**src/rtl/mc_ctrl_pkg.sv**
```systemverilog
// Shared encodings for the multi-cycle controller: FSM states, mux selects,
// opcode/funct constants, ALU operation codes and the one-hot instruction class.
package mc_ctrl_pkg;

    localparam int unsigned STATE_W = 3;
    localparam int unsigned SEL_W   = 2;
    localparam int unsigned ALU_W   = 4;
    localparam int unsigned OP_W    = 6;

    typedef enum logic [STATE_W-1:0] {
        S_IF  = 3'd0,
        S_ID  = 3'd1,
        S_EX  = 3'd2,
        S_MEM = 3'd3,
        S_WB  = 3'd4
    } state_e;

    localparam logic [SEL_W-1:0] NPC_PC4    = 2'd0;
    localparam logic [SEL_W-1:0] NPC_BRANCH = 2'd1;
    localparam logic [SEL_W-1:0] NPC_JUMP   = 2'd2;
    localparam logic [SEL_W-1:0] NPC_REG    = 2'd3;

    localparam logic [SEL_W-1:0] A3_RT = 2'd0;
    localparam logic [SEL_W-1:0] A3_RD = 2'd1;
    localparam logic [SEL_W-1:0] A3_RA = 2'd2;

    localparam logic [SEL_W-1:0] WD_ALUOUT = 2'd0;
    localparam logic [SEL_W-1:0] WD_MDR    = 2'd1;
    localparam logic [SEL_W-1:0] WD_PC4    = 2'd2;

    localparam logic [ALU_W-1:0] ALU_ADD = 4'd0;
    localparam logic [ALU_W-1:0] ALU_SUB = 4'd1;
    localparam logic [ALU_W-1:0] ALU_OR  = 4'd2;
    localparam logic [ALU_W-1:0] ALU_LUI = 4'd3;
    localparam logic [ALU_W-1:0] ALU_SLL = 4'd4;

    localparam logic [OP_W-1:0] OP_RTYPE = 6'b000000;
    localparam logic [OP_W-1:0] OP_ORI   = 6'b001101;
    localparam logic [OP_W-1:0] OP_LUI   = 6'b001111;
    localparam logic [OP_W-1:0] OP_LW    = 6'b100011;
    localparam logic [OP_W-1:0] OP_SW    = 6'b101011;
    localparam logic [OP_W-1:0] OP_BEQ   = 6'b000100;
    localparam logic [OP_W-1:0] OP_JAL   = 6'b000011;

    localparam logic [OP_W-1:0] FN_ADDU = 6'b100001;
    localparam logic [OP_W-1:0] FN_SUBU = 6'b100011;
    localparam logic [OP_W-1:0] FN_SLL  = 6'b000000;
    localparam logic [OP_W-1:0] FN_JR   = 6'b001000;

    // Exactly one bit is set for any instruction word.
    typedef struct packed {
        logic unk;
        logic jr;
        logic jal;
        logic beq;
        logic sw;
        logic lw;
        logic lui;
        logic ori;
        logic sll;
        logic subu;
        logic addu;
    } instr_cls_t;

endpackage

```
**src/rtl/mc_decode.sv**
```systemverilog
// Combinational instruction classifier: opcode/funct to one-hot class.
module mc_decode
    import mc_ctrl_pkg::*;
(
    input  logic [31:0] instr,
    output instr_cls_t  cls
);

    logic [OP_W-1:0] opcode;
    logic [OP_W-1:0] funct;
    logic            unused_fields;

    assign opcode        = instr[31:26];
    assign funct         = instr[5:0];
    assign unused_fields = ^instr[25:6];

    always_comb begin
        cls = '0;
        case (opcode)
            OP_RTYPE: begin
                case (funct)
                    FN_ADDU: cls.addu = 1'b1;
                    FN_SUBU: cls.subu = 1'b1;
                    FN_SLL:  cls.sll  = 1'b1;
                    FN_JR:   cls.jr   = 1'b1;
                    default: cls.unk  = 1'b1;
                endcase
            end
            OP_ORI:  cls.ori = 1'b1;
            OP_LUI:  cls.lui = 1'b1;
            OP_LW:   cls.lw  = 1'b1;
            OP_SW:   cls.sw  = 1'b1;
            OP_BEQ:  cls.beq = 1'b1;
            OP_JAL:  cls.jal = 1'b1;
            default: cls.unk = 1'b1;
        endcase
    end

endmodule

```
**src/rtl/mc_ctrl.sv**
```systemverilog
// Multi-cycle MIPS-subset controller: registered state, control decoded
// combinationally from state and the current IR contents.
module mc_ctrl
    import mc_ctrl_pkg::*;
(
    input  logic               clk,
    input  logic               reset,
    input  logic [31:0]        instr,
    input  logic               zero,
    output logic               pc_we,
    output logic [SEL_W-1:0]   npc_sel,
    output logic               ir_we,
    output logic               grf_we,
    output logic [SEL_W-1:0]   a3_sel,
    output logic [SEL_W-1:0]   wd_sel,
    output logic [ALU_W-1:0]   alu_op,
    output logic               alu_b_sel,
    output logic               ext_op,
    output logic               dm_we,
    output logic               retire,
    output logic [STATE_W-1:0] state
);

    state_e     state_q;
    state_e     state_n;
    instr_cls_t cls;
    logic       is_rtype;

    mc_decode u_decode (
        .instr (instr),
        .cls   (cls)
    );

    assign is_rtype = cls.addu | cls.subu | cls.sll;
    assign state    = state_q;

    always_ff @(posedge clk) begin
        if (reset) begin
            state_q <= S_IF;
        end else begin
            state_q <= state_n;
        end
    end

    // Path per class: jr/unknown end in ID, beq in EX, sw in MEM, rest in WB.
    always_comb begin
        state_n = S_IF;
        case (state_q)
            S_IF:  state_n = S_ID;
            S_ID:  begin
                if (cls.jr || cls.unk) begin
                    state_n = S_IF;
                end else if (cls.jal) begin
                    state_n = S_WB;
                end else begin
                    state_n = S_EX;
                end
            end
            S_EX:  begin
                if (cls.beq) begin
                    state_n = S_IF;
                end else if (cls.lw || cls.sw) begin
                    state_n = S_MEM;
                end else begin
                    state_n = S_WB;
                end
            end
            S_MEM: state_n = cls.lw ? S_WB : S_IF;
            S_WB:  state_n = S_IF;
            default: state_n = S_IF;
        endcase
    end

    always_comb begin
        pc_we     = 1'b0;
        npc_sel   = NPC_PC4;
        ir_we     = 1'b0;
        grf_we    = 1'b0;
        a3_sel    = A3_RT;
        wd_sel    = WD_ALUOUT;
        alu_op    = ALU_ADD;
        alu_b_sel = cls.ori | cls.lui | cls.lw | cls.sw;
        ext_op    = cls.lw | cls.sw | cls.beq;
        dm_we     = 1'b0;
        retire    = 1'b0;
        case (state_q)
            S_IF: begin
                pc_we = 1'b1;
                ir_we = 1'b1;
            end
            S_ID: begin
                if (cls.jr) begin
                    pc_we   = 1'b1;
                    npc_sel = NPC_REG;
                    retire  = 1'b1;
                end else if (cls.unk) begin
                    retire = 1'b1;
                end
            end
            S_EX: begin
                if (cls.subu || cls.beq) begin
                    alu_op = ALU_SUB;
                end else if (cls.ori) begin
                    alu_op = ALU_OR;
                end else if (cls.lui) begin
                    alu_op = ALU_LUI;
                end else if (cls.sll) begin
                    alu_op = ALU_SLL;
                end
                if (cls.beq) begin
                    pc_we   = zero;
                    npc_sel = NPC_BRANCH;
                    retire  = 1'b1;
                end
            end
            S_MEM: begin
                if (cls.sw) begin
                    dm_we  = 1'b1;
                    retire = 1'b1;
                end
            end
            S_WB: begin
                grf_we = 1'b1;
                retire = 1'b1;
                if (cls.jal) begin
                    a3_sel  = A3_RA;
                    wd_sel  = WD_PC4;
                    pc_we   = 1'b1;
                    npc_sel = NPC_JUMP;
                end else if (cls.lw) begin
                    wd_sel = WD_MDR;
                end else if (is_rtype) begin
                    a3_sel = A3_RD;
                end
            end
            default: ;
        endcase
        // Reset overrides every write enable, even before the state register settles.
        if (reset) begin
            pc_we  = 1'b0;
            ir_we  = 1'b0;
            grf_we = 1'b0;
            dm_we  = 1'b0;
            retire = 1'b0;
        end
    end

endmodule

```
**config.mk**
```make
export PLATFORM = sky130hd
export DESIGN_NAME = mc_ctrl
export DESIGN_NICKNAME = d
export VERILOG_FILES = /design/src/rtl/mc_ctrl_pkg.sv /design/src/rtl/mc_decode.sv /design/src/rtl/mc_ctrl.sv
export SDC_FILE = /design/constraint.sdc
export NUM_CORES = 1
export LEC_CHECK = 0
export ABC_AREA = 1
export CAP_MARGIN = 20
export CORE_MARGIN = 1
export CORE_UTILIZATION = 28
export DETAILED_ROUTE_END_ITERATION = 12
export GPL_TIMING_DRIVEN = 1
export HOLD_SLACK_MARGIN = 0.06
export PLACE_DENSITY = 0.79
export SYNTH_ARGS = -nofsm -noshare
export SYNTH_HDL_FRONTEND = slang
export SYNTH_SLANG_ARGS = --single-unit
```
**constraint.sdc**
```tcl
create_clock -name clk -period 1.4 [get_ports clk]
set_input_delay 0.21 -clock clk [delete_from_list [all_inputs] [get_ports clk]]
set_output_delay 0.21 -clock clk [all_outputs]
set_load 0.01 [all_outputs]
```
; ---- Yosys cells after proc, flatten, opt, wreduce, memory -nomap -nowiden
; Index checks and enable logic that the tools add are counted.
; W data, S select, Z words.
[op_classes]
eq_ne = 13
muxes = 53
n_bitwise = 7
n_reduce_logical = 8
[op_table]
columns = operator, count
row1 = $mux W3, 11
row2 = $mux W1, 31
row3 = $eq A6 B6 Y1 const B, 4
row4 = $eq A6 B4 Y1 const B, 3
row5 = $logic_not A6 Y1, 2
row6 = $mux W2, 6
row7 = $pmux W3 S4, 1
row8 = $pmux W1 S4, 2
row9 = $or A1 B1 Y1, 7
row10 = $eq A3 B2 Y1 const B, 2
row11 = $eq A6 B2 Y1 const B, 1
row12 = $eq A6 B3 Y1 const B, 1
row13 = $pmux W2 S3, 1
row14 = $reduce_or A6 Y1, 1
row15 = $reduce_or A4 Y1, 1
row16 = $eq A3 B1 Y1 const B, 1
row17 = $eq A3 B3 Y1 const B, 1
row18 = $logic_not A3 Y1, 1
row19 = $logic_or A1 B1 Y1, 3
row20 = $pmux W1 S2, 1
[word_totals]
register_bits = 3
inputBits = 35
out_inout_bits = 20
word_cells = 82

; ---- Logic depth before layout (Yosys ltp)
; Gate-level depths: netlist of run 1.
[depth]
depth_word = 9
ltp_mapped = 8
ltp_nobuf = 8

; ---- Hierarchy
; Synthesis of run 1 repeated with hierarchy kept, for this count alone.
[hier_totals]
cells_unflattened = 125
area_unflattened_um2 = 638.1
[modules_own_cells]
columns = module, n_inst, cells_per_inst, area_per_inst_um2, seq_area_each_um2
row1 = mc_ctrl, 1, 75, 377.9, 60.1
row2 = mc_decode, 1, 50, 260.2, 0.0

; ---- Worst setup path before layout of run 1
; No wires, ideal clock.
[synth_path]
kind = flip-flop to output port
startpoint = reg state_q[1] (netlist: state[1])
endpoint = out retire
t_arrival_ps = 1078
t_required_ps = 1190
slack_ps = 112
path_stages_with_launch = 7
n_path_buf = 0
path_cell_list = dfxtp_1 -> nand2_1 -> nor2_1 -> nand2_1 -> nor2_1 -> nor2_1 -> a21oi_1
[synth_via]
elab_chain_cells = 3
elab_cells_between_ends = 6
classes_between = eq/ne (4) / mux (2)
[synth_lines]
columns = element, line_no
row1 = from (decl), mc_ctrl.sv:24  ; state_e state_q;
row2 = from (signal assigned), mc_ctrl.sv:41  ; state_q <= state_n;
row3 = "$eq A3 B3 Y1, or another cell as far along", mc_ctrl.sv:86  ; case (state_q)
row4 = $pmux W1 S4 *, mc_ctrl.sv:86
row5 = $mux W1 *, mc_ctrl.sv:139  ; if (reset) begin
row6 = to (decl), mc_ctrl.sv:20  ; output logic retire,
; Every way passes the cells marked *; elsewhere a longest branch is shown, timed or not.

; ---- Final worst setup path of run 1
; Ends and elaborated chain as after synthesis.

==> impl_metrics.csv, run 1 <==
group,metric,value,unit
global_route,grt_antenna_before_repair,0,
floorplanning,initial_core_util,30.2,%
worst_setup_path,cp-end-kind,"primary output",
finish,regArea,68.8,sq um
worst_setup_path,crit_type,"reg2out",
worst_setup_path,crit_chain,"nand2_1, nor2_2, nand2_2, nor2_2, nor2_1, a21oi_1, buf_2",
finish,largest_reg_flops,3,
synthesis,synth_top_cells_by_area,"nand2_1, nor2_1, dfxtp_1, nand3_1, inv_1",
timing,clock_skew,0.00135,ns
placed_design,gp_congestion,0.889,
floorplanning,die_h,45.6,um
timing,final-hold-violation-count,0,
floorplanning,dieArea,0.00208,sq mm
outcome,status,"complete, but fails checks",
floorplanning,io_pins,55,
worst_setup_path,cp_num_cells,7,
routing,vias_per_cell,4.74,
finish,final_nets,202,
global_route,grt_usage,21.1,%
synthesis,synth_area,533,sq um
synthesis,syn_nets,128,
worst_setup_path,rr_endpoint,"state[2]$_SDFF_PP0_",
clock_network,clock_path_buffers,2,
synthesis,yosysTopAreaCell,"nand2_1",
routing,ant_nets,0,
synthesis,yosysTopAreaCellShare,14.1,%
timing,setup_viol,9,
placed_design,dp_hpwl,1490,um
worst_setup_path,worstPathArrival,1.41,ns
worst_setup_path,crit_top_cell,"nor2_2",
clock_network,h-tree-depth,1,
routing,drc,0,
finish,fin_util,69.3,%
worst_setup_path,cp_slowest_cell,"dfxtp_2",
synthesis,postSynthCellCount,93,
worst_setup_path,crit_required,1.19,ns
global_route,grt_pass1_wl,3290,um
power,power.density,372,mW/mm^2
finish,fill_cells,163,
clock_network,hold_buffers,0,
worst_setup_path,critPathMaxFanout,4,
clock_network,clockRootBuffer,"clkbuf_4",
synthesis,synth.avg_cell_area,5.73,sq um
outcome,violations,"setup timing",
synthesis,yosys_warnings,0,
routing,detail_route.iter0.violations,11,
routing,wl,2260,um
global_route,grt_overflow,0,
clock_network,numClockSinks,3,
finish,syn2layout_area_growth,129,%
floorplanning,rows,15,
clock_network,cts_buffers,3,
placed_design,io_buffer_count,33,
worst_setup_path,crit_buf_inv,1,
clock_network,cts.clk_slew.worst_paths,0.04,ns
power,power.total,455,uW
routing,wl_per_cell,11.8,um
finish,final_layout_size_suffix_gt1_share,62.7,%
floorplanning,core,0.00176,sq mm
routing,vias,905,
floorplanning,dieWidth,45.6,um
synthesis,ys_seq_elements,3,
worst_setup_path,rr_worst_depth,6,
clock_network,worstSkewPairLatency,0.24,ns
hold_path,hold_path_class,"in2reg",
hold_path,min_from,"instr[30]",
timing,setup_ws,-0.216,ns
timing,slew_viol_final,0,
finish,layout_common_cells,"buf_4, buf_2, nand2_1, nor2_1",
global_route,grt_max_degree,7,
run,cap_violations,0,
timing,fin_crit_sh,115,%
timing,finalWorstPathRequiredPeriod,1.62,ns
worst_setup_path,crit_path_max_incr_delay,0.35,ns
synthesis,synth.distinct_cells,24,
clock_network,cts_tree,"yes",
worst_setup_path,reg2reg_slack,0.26,ns
finish,layout_commonest_cell,"buf_4",
hold_path,whs_path_depth,5,
power,ir_drop,0.211,mV
finish,diodes,0,
routing,first_pass_iters,4,
synthesis,ys_seq_area_share,11.3,%
hold_path,worstHoldEndpoint,"state[0]$_SDFF_PP0_",
timing,clock.fmax,0.619,GHz
worst_setup_path,reg2reg_from,"state[1]$_SDFF_PP0_",
worst_setup_path,cp-start-kind,"flop",
timing,rsz0062_at_grt,"true",
worst_setup_path,path_delay_family,"simple AND/OR/NAND/NOR gates",
finish,multiInputGateArea,499,sq um
power,leakage,0.668,nW
global_route,grt_pass1_vias,876,
==> layout make-up <==
class	instances	area share, %
Clock buffer	4	2.15
Inverter	12	3.89
Multi-Input combinational cell	75	40.8
Sequential cell	3	5.63
Tap cell	25	2.56
Timing Repair Buffer	72	44.9
==> cell families after synthesis <==
family | share of synthesized area [%]
other cells | 0.704
flops | 11.3
simple gates | 68.3
buf+inv | 12.2
compound gates | 7.51
==> worst max path at each step <==
stage	from	to	slack [ns]
after global routing	state[1]$_SDFF_PP0_	retire	-0.30
after floorplan	state[1]$_SDFF_PP0_	retire	0.11
after global placement	instr[29]	alu_op[0]	-0.80
after CTS	state[0]$_SDFF_PP0_	pc_we	-0.16
after detailed placement	instr[29]	pc_we	-0.84
final	state[1]$_SDFF_PP0_	retire	-0.22
==> report_power, final <==
| group | internal (mW) | total (mW) | switching, mW |
|---|---|---|---|
| Sequential | 0.0872 | 0.0912 | 0.00394 |
| Combinational | 0.106 | 0.209 | 0.103 |
| Clock | 0.107 | 0.154 | 0.0474 |
| Total | 0.301 | 0.455 | 0.154 |
==> layer usage <==
layer / global-route usage [%] / wire, um
met3: 1.59 / 70
met4: 6.06 / 32
met2: 46.6 / 1310
met1: 19.3 / 845
met5: 0 / 0
==> cells in the mapped netlist <==
library cell,instances
nand2_2,2
nor2_1,18
nand3b_1,1
inv_2,2
nand2_1,20
conb_1,1
a21oi_1,3
o21ai_0,2
nand4_1,3
dfxtp_1,3
a31oi_1,1
buf_2,1
nor2_2,3
nand3_4,1
a31o_1,1
nor2_4,2
nand2_4,1
nor3_4,1
nand3_2,3
nor3_1,2
and3_4,1
buf_4,2
inv_1,10
nand3_1,9
==> worst min-delay path, delay by kind of cell <==
kind	cells	cell delay [ns]
compound gates	1	0.07
buf+inv	2	0.27
simple gates	2	0.17
==> repair_timing <==
| action | CTS | global route |
|---|---|---|
| resized for setup | 109 | 30 |
| setup buffers | 12 | 3 |
| pin swaps | 23 | 5 |
| endpoints found under the setup margin | 18 | 15 |
| hold endpoints to repair | 0 | 0 |
==> stage by stage <==
step                instance area, sq um  setup slack [ns]  hold WS (ns)  setup TNS (ns)  std cells
global placement                    1050            -0.797         0.710          -10.35        172
finish                              1220            -0.216         0.516          -0.844        191
global route                        1220            -0.304         0.541           -1.53        191
floorplan                            533             0.112         0.443               0         93
detailed placement                  1050            -0.842         0.712          -11.10        172
CTS                                 1180            -0.162         0.504           -1.15        188
Note: power is estimated with default switching activity, not from simulation.
==> run 2, diff against run 1 <==
--- a/config.mk
+++ b/config.mk
@@ -13,6 +13,7 @@
 export GPL_TIMING_DRIVEN = 1
 export HOLD_SLACK_MARGIN = 0.06
 export PLACE_DENSITY = 0.79
+export RECOVER_POWER = 25
 export SYNTH_ARGS = -nofsm -noshare
 export SYNTH_HDL_FRONTEND = slang
 export SYNTH_SLANG_ARGS = --single-unit
==> constraint.sdc (replaced) <==
create_clock -name clk -period 1.58 [get_ports clk]
set_input_delay 0.237 -clock clk [delete_from_list [all_inputs] [get_ports clk]]
set_output_delay 0.237 -clock clk [all_outputs]
set_load 0.01 [all_outputs]
==> impl_metrics.csv, run 2 (synthesis results as in run 1) <==
group,metric,value,unit
outcome,status,"complete, but fails checks",
outcome,violations,"setup timing",
placed_design,dpl_cell_area,0.00105,sq mm
power,power.density,337,mW/mm^2
hold_path,whs_path_depth,5,
timing,setup_ws,-0.0163,ns
routing,vias_per_cell,4.64,
global_route,grt_pass1_wl,3280,um
clock_network,hold_buffers,0,
hold_path,hold_path_class,"in2reg",
worst_setup_path,crit_required,1.34,ns
global_route,grt_antenna_before_repair,0,
routing,wl,2040,um
floorplanning,dieWidth,45.6,um
worst_setup_path,cp-start-kind,"flop",
run,cap_violations,0,
placed_design,gp_congestion,0.899,
global_route,grt_max_degree,7,
finish,layout_common_cells,"buf_4, nand2_1, buf_2, nor2_1, dlygate4sd2_1",
finish,syn2layout_area_growth,121,%
power,power.total,397,uW
timing,fin_crit_sh,101,%
clock_network,h-tree-depth,1,
global_route,grt_pass1_vias,837,
floorplanning,core,0.00176,sq mm
clock_network,cts_tree,"yes",
worst_setup_path,cp_slowest_cell,"dfxtp_2",
worst_setup_path,cp-end-kind,"primary output",
worst_setup_path,crit_chain,"buf_6, nor3_4, buf_4, nand3_2, a21oi_2, buf_2",
routing,ant_nets,0,
floorplanning,die_h,45.6,um
routing,first_pass_iters,4,
clock_network,cts.clk_slew.worst_paths,0.04,ns
routing,vias,854,
clock_network,clock_path_buffers,2,
power,leakage,0.608,nW
placed_design,io_buffer_count,33,
worst_setup_path,rr_worst_depth,8,
timing,setup_viol,1,
clock_network,cts_buffers,3,
power,ir_drop,0.194,mV
finish,fin_area,0.00118,sq mm
worst_setup_path,critPathMaxFanout,4,
routing,detail_route.iter0.violations,8,
global_route,grt_overflow,0,
timing,rsz0062_at_grt,"true",
finish,layout_commonest_cell,"buf_4",
finish,fill_cells,177,
timing,final-hold-violation-count,0,
timing,clock_skew,0.0000122,ns
timing,clock.fmax,0.626,GHz
clock_network,numClockSinks,3,
worst_setup_path,worstPathArrival,1.36,ns
routing,wl_per_cell,11.1,um
timing,finalWorstPathRequiredPeriod,1.60,ns
floorplanning,io_pins,55,
clock_network,worstSkewPairLatency,0.23,ns
finish,largest_reg_flops,3,
finish,final_layout_size_suffix_gt1_share,57.2,%
floorplanning,initial_core_util,30.2,%
worst_setup_path,crit_type,"reg2out",
finish,diodes,0,
floorplanning,dieArea,0.00208,sq mm
clock_network,clockRootBuffer,"clkbuf_4",
floorplanning,rows,15,
routing,drc,0,
timing,slew_viol_final,0,
worst_setup_path,crit_path_max_incr_delay,0.33,ns
global_route,grt_usage,20.9,%
placed_design,dp_hpwl,1530,um
finish,final_nets,195,
-- run 2: cell type report --
class | instances | area, sq um | share of cell area [%]
well taps | 25 | 31.3 | 2.66
clock buffers | 4 | 26.3 | 2.23
inverters | 12 | 47.5 | 4.04
flip-flops and latches | 3 | 66.3 | 5.64
repair buffers | 65 | 495 | 42.1
multi-input cells | 75 | 509 | 43.3
-- run 2: routing by layer --
metal / global-route usage (%) / share of wire, % / vias to the layer above
met1: 22.1 / 39 / 396
li1: - / - / 428
met2: 44.9 / 58 / 30
met5: 0 / 0 / -
met4: 1.82 / 0 / 0
met3: 1.19 / 3.8 / 0
-- run 2: power breakdown --
group	total [mW]	internal, mW	switching [mW]	leakage [nW]
Clock	0.133	0.0946	0.0384	0.0150
Combinational	0.180	0.0907	0.0896	0.567
Sequential	0.0833	0.0789	0.00434	0.0260
Total	0.397	0.264	0.132	0.608
-- run 2: worst paths after layout --
kind / start / to / slack [ns]
hold reg to reg: state[1]$_SDFF_PP0_ / state[2]$_SDFF_PP0_ / 0.71
setup / recovery: state[1]$_SDFF_PP0_ / retire / -0.02
setup reg to reg: state[1]$_SDFF_PP0_ / state[1]$_SDFF_PP0_ / 0.34
hold / removal: instr[30] / state[0]$_SDFF_PP0_ / 0.54
-- run 2: critical path, delay by kind of cell, from the launching register on --
kind	cells	cell delay (ns)
buf+inv	3	0.42
flops	1	0.33
simple gates	2	0.28
compound gates	1	0.11
-- run 2: metrics by stage --
step                      hold slack [ns]  utilization, %  setup slack, ns  std cells  TNS, ns
after global placement              0.711            59.8           -0.671        172    -8.14
after global routing                0.559            66.7          -0.0703        184   -0.116
after CTS                           0.547            66.0          -0.0297        183  -0.0297
final                               0.544            66.7          -0.0163        184  -0.0163
after floorplan                     0.470               -            0.265         93        0
after detailed placement            0.705            59.8           -0.706        172    -8.70
-- run 2: timing repair --
item,CTS,global route
resized for setup,91,22
setup endpoints to repair,16,14
pin swaps,10,9
buffers inserted,7,1
==> RTL edit 1: new RTL, settings of run 2 <==
Register the output `retire`, with the module's reset; this adds one clock of latency there. The other outputs are not delayed to match.
--- a/src/rtl/mc_ctrl.sv
+++ b/src/rtl/mc_ctrl.sv
@@ -21,4 +21,6 @@
     output logic [STATE_W-1:0] state
 );
+
+    logic retire_d;
 
     state_e     state_q;
@@ -83,5 +85,5 @@
         ext_op    = cls.lw | cls.sw | cls.beq;
         dm_we     = 1'b0;
-        retire    = 1'b0;
+        retire_d  = 1'b0;
         case (state_q)
             S_IF: begin
@@ -93,7 +95,7 @@
                     pc_we   = 1'b1;
                     npc_sel = NPC_REG;
-                    retire  = 1'b1;
+                    retire_d = 1'b1;
                 end else if (cls.unk) begin
-                    retire = 1'b1;
+                    retire_d = 1'b1;
                 end
             end
@@ -111,5 +113,5 @@
                     pc_we   = zero;
                     npc_sel = NPC_BRANCH;
-                    retire  = 1'b1;
+                    retire_d = 1'b1;
                 end
             end
@@ -117,10 +119,10 @@
                 if (cls.sw) begin
                     dm_we  = 1'b1;
-                    retire = 1'b1;
+                    retire_d = 1'b1;
                 end
             end
             S_WB: begin
                 grf_we = 1'b1;
-                retire = 1'b1;
+                retire_d = 1'b1;
                 if (cls.jal) begin
                     a3_sel  = A3_RA;
@@ -142,5 +144,13 @@
             grf_we = 1'b0;
             dm_we  = 1'b0;
-            retire = 1'b0;
+            retire_d = 1'b0;
+        end
+    end
+
+    always_ff @(posedge clk) begin
+        if (reset) begin
+            retire <= '0;
+        end else begin
+            retire <= retire_d;
         end
     end
Check against the original RTL: not equivalent (Yosys sat finds a counterexample within 4 cycles, from zero or initial values and one cycle with reset high).
==> RTL edit 1 against run 2 <==
The flow still finishes with violations (negative setup slack). Combinational power up 7%. Via count is 7.8% higher. Register-to-register slack improved by 0.02 ns. Setup slack worse by 0.10 ns. Sequential cell count rose by 1. Total power grew 12%. Design area increased by 7.7%. Hold slack got worse by 0.0054 ns. Maximum frequency fell by 6.1%. Wire length is 24% higher. First-iteration DRC count grew to 3.1 times the old value. Area after synthesis up 4.7%. Critical path depth grew 1. Sequential share of layout area rose by 1.6 points. Largest cell class is now non-clock buffers. Highest routed layer is now met4.
==> RTL edit 1: results (changes against run 2) <==
** Critical path
- The worst-case register-to-register setup slack came to 0.36 ns (+0.02 ns).
- Slowest cell on the critical path :: dfxtp_4
- In this design, the largest share of critical-path delay is due to simple AND/OR/NAND/NOR gates.
- The cell depth of the worst flop-to-flop path came to 7 (-1).
- Max incr delay on CP :: 0.37 ns (+0.04 ns)
- The most critical setup path has its endpoint at pc_we.
- Critical Path Fanout Max :: 5 (+1)

** Synth
- The number of nets in the synthesized netlist came to 127 (-0.78%).
- The proportion of synthesized chip area in sequential cells was 14.3% (+3.1 points).
- Most used standard cells in the synthesized netlist :: 18 x nand2_1, 13 x nor2_1, 10 x inv_1, 10 x nand3_1, 6 x nor2_2

** STA
- Final worst setup slack :: -0.120 ns (-0.103 ns)
- Final hold slack :: 0.538 ns (-0.00540 ns)
- The total of endpoints with negative setup slack in the final report was 1 (unchanged).
- The clock tree skew after final layout came to 0.00569 ns (+0.00568 ns).
- TNS Setup :: -0.120 ns (-0.103 ns)

** GRT
- The met1 layer usage reported by global route came to 24.8% (+2.7 points).
- The met2 usage is 42.8% (-2.1 points).
- The global-route track usage on met3 was 3.14% (+1.9 points).
- Maximum number of pins on one net before global-route repair :: 6 (-1)
- Global-route wire length before repair :: 3.46 mm (+5.5%)

** Pwr
- The switching power of the nets is 155 µW (+17%).
- Worst VDD drop :: 0.000318 V (+64%)
- Static Leak :: 0.633 nW (+4.2%)

** Place
- Cell area reported after detailed placement :: 1120 µm² (+5.9%)
- Detailed placer's ending HPWL :: 1.65 mm (+7.9%)
- The global placer's final weighted congestion was 0.875 (-2.7%).

** Route
- Met2 wirelength from detailed routing :: 1.37 mm (+17%)
- The total routed wirelength is 2.53 mm (+24%).
- The sum of met3 wire segment lengths after detailed routing is 122 µm (+58%).
- Post-route met1 wirelength :: 971 µm (+23%)
- The vias per cell is 4.98 (+7.3%).
- Top layer reached by signal wires :: met4
- Starting DRT DRC Count :: 25 (+17)

** Clocking
- The post-CTS setup buffer count came to 6 (-1).
- Number of gates resized after cts :: 83 (-8.8%)

** Finish
- The final-stage net count came to 197 (+1.0%).
- The number of fill cells was 167 (-5.6%).

** Hold path
- The worst hold path terminates at retire$_SDFF_PP0_.
- The worst hold path begins at instr[29].

** Run status
- Status :: finished with violations
- Failing checks :: negative setup slack

** Floorplanning
- The initial cell density of the core is 31.0% (+0.76 points).
==> RTL edit 1: cell types whose count changed after synthesis, moves of 2 or more <==
cell,run 2,this run
nand2_1,20,18
nand2_2,2,4
nor2_1,18,13
nor2_2,3,6
o21ai_0,2,0
==> RTL edit 1: kinds of logic (layout without fill, tap and decap cells) <==
family | Yosys count | after routing | synth area share, %
and+or+nand+nor | 65 | 65 | 64.8
buffers and inverters | 15 | 83 | 11.7
AOI/OAI and AO/OA | 7 | 7 | 8.52
DFF | 4 | 4 | 14.4
other | 1 | 1 | 0.672
==> RTL edit 1: metrics by stage <==
step	cells	utilization, %	setup slack [ns]
finish	185	70.3	-0.120
detailed placement	176	62.0	-0.662
global placement	176	62.0	-0.601
CTS	184	67.2	-0.00961
floorplan	92	-	0.301
global route	185	70.3	-0.143
==> RTL edit 1: cell type report <==
| class | count | area (µm²) | share of cell area (%) |
|---|---|---|---|
| timing repair buffer | 68 | 562 | 44.4 |
| multi-input combinational | 73 | 514 | 40.6 |
| sequential | 4 | 91.3 | 7.21 |
| inverter | 12 | 45.0 | 3.56 |
| tap | 25 | 31.3 | 2.47 |
| clock buffer | 3 | 22.5 | 1.78 |
==> RTL edit 1: power groups by stage <==
stage          sequential, mW  combinational, mW  clock (mW)
2_1_floorplan           0.113             0.0616           0
3_3_place_gp            0.111              0.168           0
3_5_place_dp            0.111              0.172           0
4_1_cts                 0.109              0.179       0.137
5_1_grt                 0.108              0.205       0.149
6_report                0.108              0.192       0.144
==> RTL edit 1: worst register-to-register path, stage by stage (launching register included) <==
cell     delay, ns
dfxtp_4       0.37
buf_6         0.13
nor3_4        0.20
buf_4         0.15
nand2_1       0.05
inv_1         0.04
nand2_1       0.07
a21oi_2       0.13
==> RTL edit 2: new RTL, flow settings as in run 2 <==
Made on the original files. Change the package constant `SEL_W` from 2 to 3.
--- a/src/rtl/mc_ctrl_pkg.sv
+++ b/src/rtl/mc_ctrl_pkg.sv
@@ -4,5 +4,5 @@
 
     localparam int unsigned STATE_W = 3;
-    localparam int unsigned SEL_W   = 2;
+    localparam int unsigned SEL_W   = 3;
     localparam int unsigned ALU_W   = 4;
     localparam int unsigned OP_W    = 6;
Interface: changed (resized a3_sel, npc_sel and wd_sel); port bits go from 55 to 58. The function was not compared with the original's and may differ.
==> RTL edit 2 against run 2 <==
First-iteration DRC count rose to 4.6 times the old value. Design area is 2.3% higher. Setup slack improved by 0.015 ns. The flow still finishes with violations (negative setup slack). Maximum frequency grew 0.97%. Largest cell class is now non-clock buffers. Sequential cell count unchanged. Clock skew up 0.0024 ns. Largest power group unchanged. Area after synthesis rose by 4.2%. Critical path type unchanged. Cell count is 2.7% higher. Wire length is 11% higher. Total power decreased by 0.81%.
==> RTL edit 2: results (changes against run 2) <==
** Place
- Cell area reported after detailed placement :: 1080 µm² (+2.5%)
- The cell count after placement came to 177 (+2.9%).
- The post-detailed-placement half-perimeter wirelength is 1.54 mm (+1.1%).
- The global placer's final weighted congestion was 0.777 (-14%).
- The count of port buffers added during placement was 33 (unchanged).
- Pre-CTS WS :: -0.697 ns (+0.00913 ns)

** Synth
- The proportion of synthesized chip area in sequential cells came to 10.8% (-0.46 points).
- Fraction of synthesis flops using an asynchronous set or reset pin :: 0% (unchanged)
- The count of warnings emitted by yosys came to 0 (unchanged).
- In the synthesized netlist, the cells that appear most often are 20 x nand2_1, 18 x nor2_1, 10 x inv_1.
- Most repeated cell in the gate-level netlist after synthesis :: nand2_1
- Post-synth top flop :: dfxtp_1
- Largest cells by area after synthesis :: nand2_1 14%, nor2_1 12%, dfxtp_1 11%
- The gate count of the mapped netlist came to 96 (+3.2%).
- Post-synthesis cell type count :: 24 (unchanged)

** Pwr
- Static Leak :: 0.626 nW (+3.0%)
- Power per standard cell area :: 327 nW/µm² (-3.1%)
- Worst VDD drop :: 0.000283 V (+46%)

** Clocking
- Max clock buf depth :: 2 (unchanged)
- Number of gates resized after cts :: 77 (-15%)
- The deepest level of the CTS H-tree was 1 (unchanged).
- The post-CTS setup buffer count was 7 (unchanged).
- The tree is rooted in a clkbuf_4.
- The later-pin clock latency in the skew report is 0.23 ns (about the same).
- The clock transition time at the flip-flop clock pins of the worst setup and hold paths was 0.04 ns (about the same).
- The total CTS buffers came to 3 (unchanged).

** GRT
- The number of global-route vias before repair came to 781 (-6.7%).
- Antenna violations before repair :: 0 (unchanged)
- Global-route wire length before repair :: 3.22 mm (-1.9%)
- The pin count of the biggest net entering global routing is 7 (unchanged).
- Overall Global Routing Usage :: 20.4% (-0.56 points)

** Route
- Starting DRT DRC Count :: 37 (+29)
- The routed wire length per instance came to 12.0 µm (+8.3%).
- The detailed-router iteration count before antenna repair came to 4 (unchanged).
- The vias per cell came to 4.78 (+3.1%).

** STA
- The final worst setup slack came to -0.00105 ns (+0.0153 ns).
- The sum of negative setup slack was -0.00105 ns (+0.0153 ns).
- Final number of setup-violating endpoints :: 1 (unchanged)
- Largest clock skew in the final design :: 0.00245 ns (+0.00243 ns)

** Run status
- Status :: finished with violations
- Failing checks :: negative setup slack

** Finish
- Number of inserted diodes :: 0 (unchanged)
- Share of post-route cells with drive strength above 1 :: 53.7% (-3.6 points)
- Count of fill cells added during filler insertion :: 158 (-11%)
- The post-layout instance count excluding filler cells is 189 (+2.7%).
- Max reg flops :: 3 (unchanged)
- The final-stage net count came to 200 (+2.6%).

** Job
- Max-cap violation count :: 0 (unchanged)

** Hold path
- The worst hold path belongs to the class in -> reg.

** Critical path
- Critical Path Fanout Max :: 5 (+1)
-- RTL edit 2: routing by layer --
layer / track usage, % / vias up / part of all wire, %
li1: - / 437 / -
met1: 22.0 / 416 / 37
met2: 42.5 / 45 / 55
met3: 1.57 / 6 / 5.7
met4: 1.76 / 0 / 1.9
met5: 0 / - / 0
-- RTL edit 2: kinds of logic after synthesis --
group	synth area share (%)
flops	10.8
compound gates	7.21
other cells	0.675
simple gates	65.5
buf+inv	15.8
-- RTL edit 2: report_power, final --
part	leakage (nW)	total, mW	internal (mW)	switching (mW)
combinational	0.585	0.180	0.0908	0.0894
clock	0.0150	0.132	0.0945	0.0374
sequential	0.0266	0.0813	0.0759	0.00546
total	0.626	0.393	0.261	0.132
-- RTL edit 2: cell type report --
class / instances / area share (%)
multi-input cells: 78 / 41.0
clock buffers: 4 / 2.18
repair buffers: 67 / 44.0
flip-flops and latches: 3 / 5.93
well taps: 25 / 2.60
inverters: 12 / 4.37
-- RTL edit 2: final timing paths --
path                                       endpoint  slack [ns]  cells after the start           startpoint
worst max-delay path                          dm_we      -0.001                      5  state[1]$_SDFF_PP0_
worst min-delay path            state[1]$_SDFF_PP0_        0.45                      4            instr[30]
worst max register to register  state[2]$_SDFF_PP0_        0.34                      7  state[1]$_SDFF_PP0_
worst min register to register  state[2]$_SDFF_PP0_        0.73                      4  state[2]$_SDFF_PP0_
-- RTL edit 2: worst max-delay path, stage by stage (launching register included) --
cell and delay [ns]:
dfxtp_4 0.39, nand2_1 0.08, nor2_2 0.10, nand2_1 0.08, nor3_1 0.22, clkdlybuf4s15_2 0.26
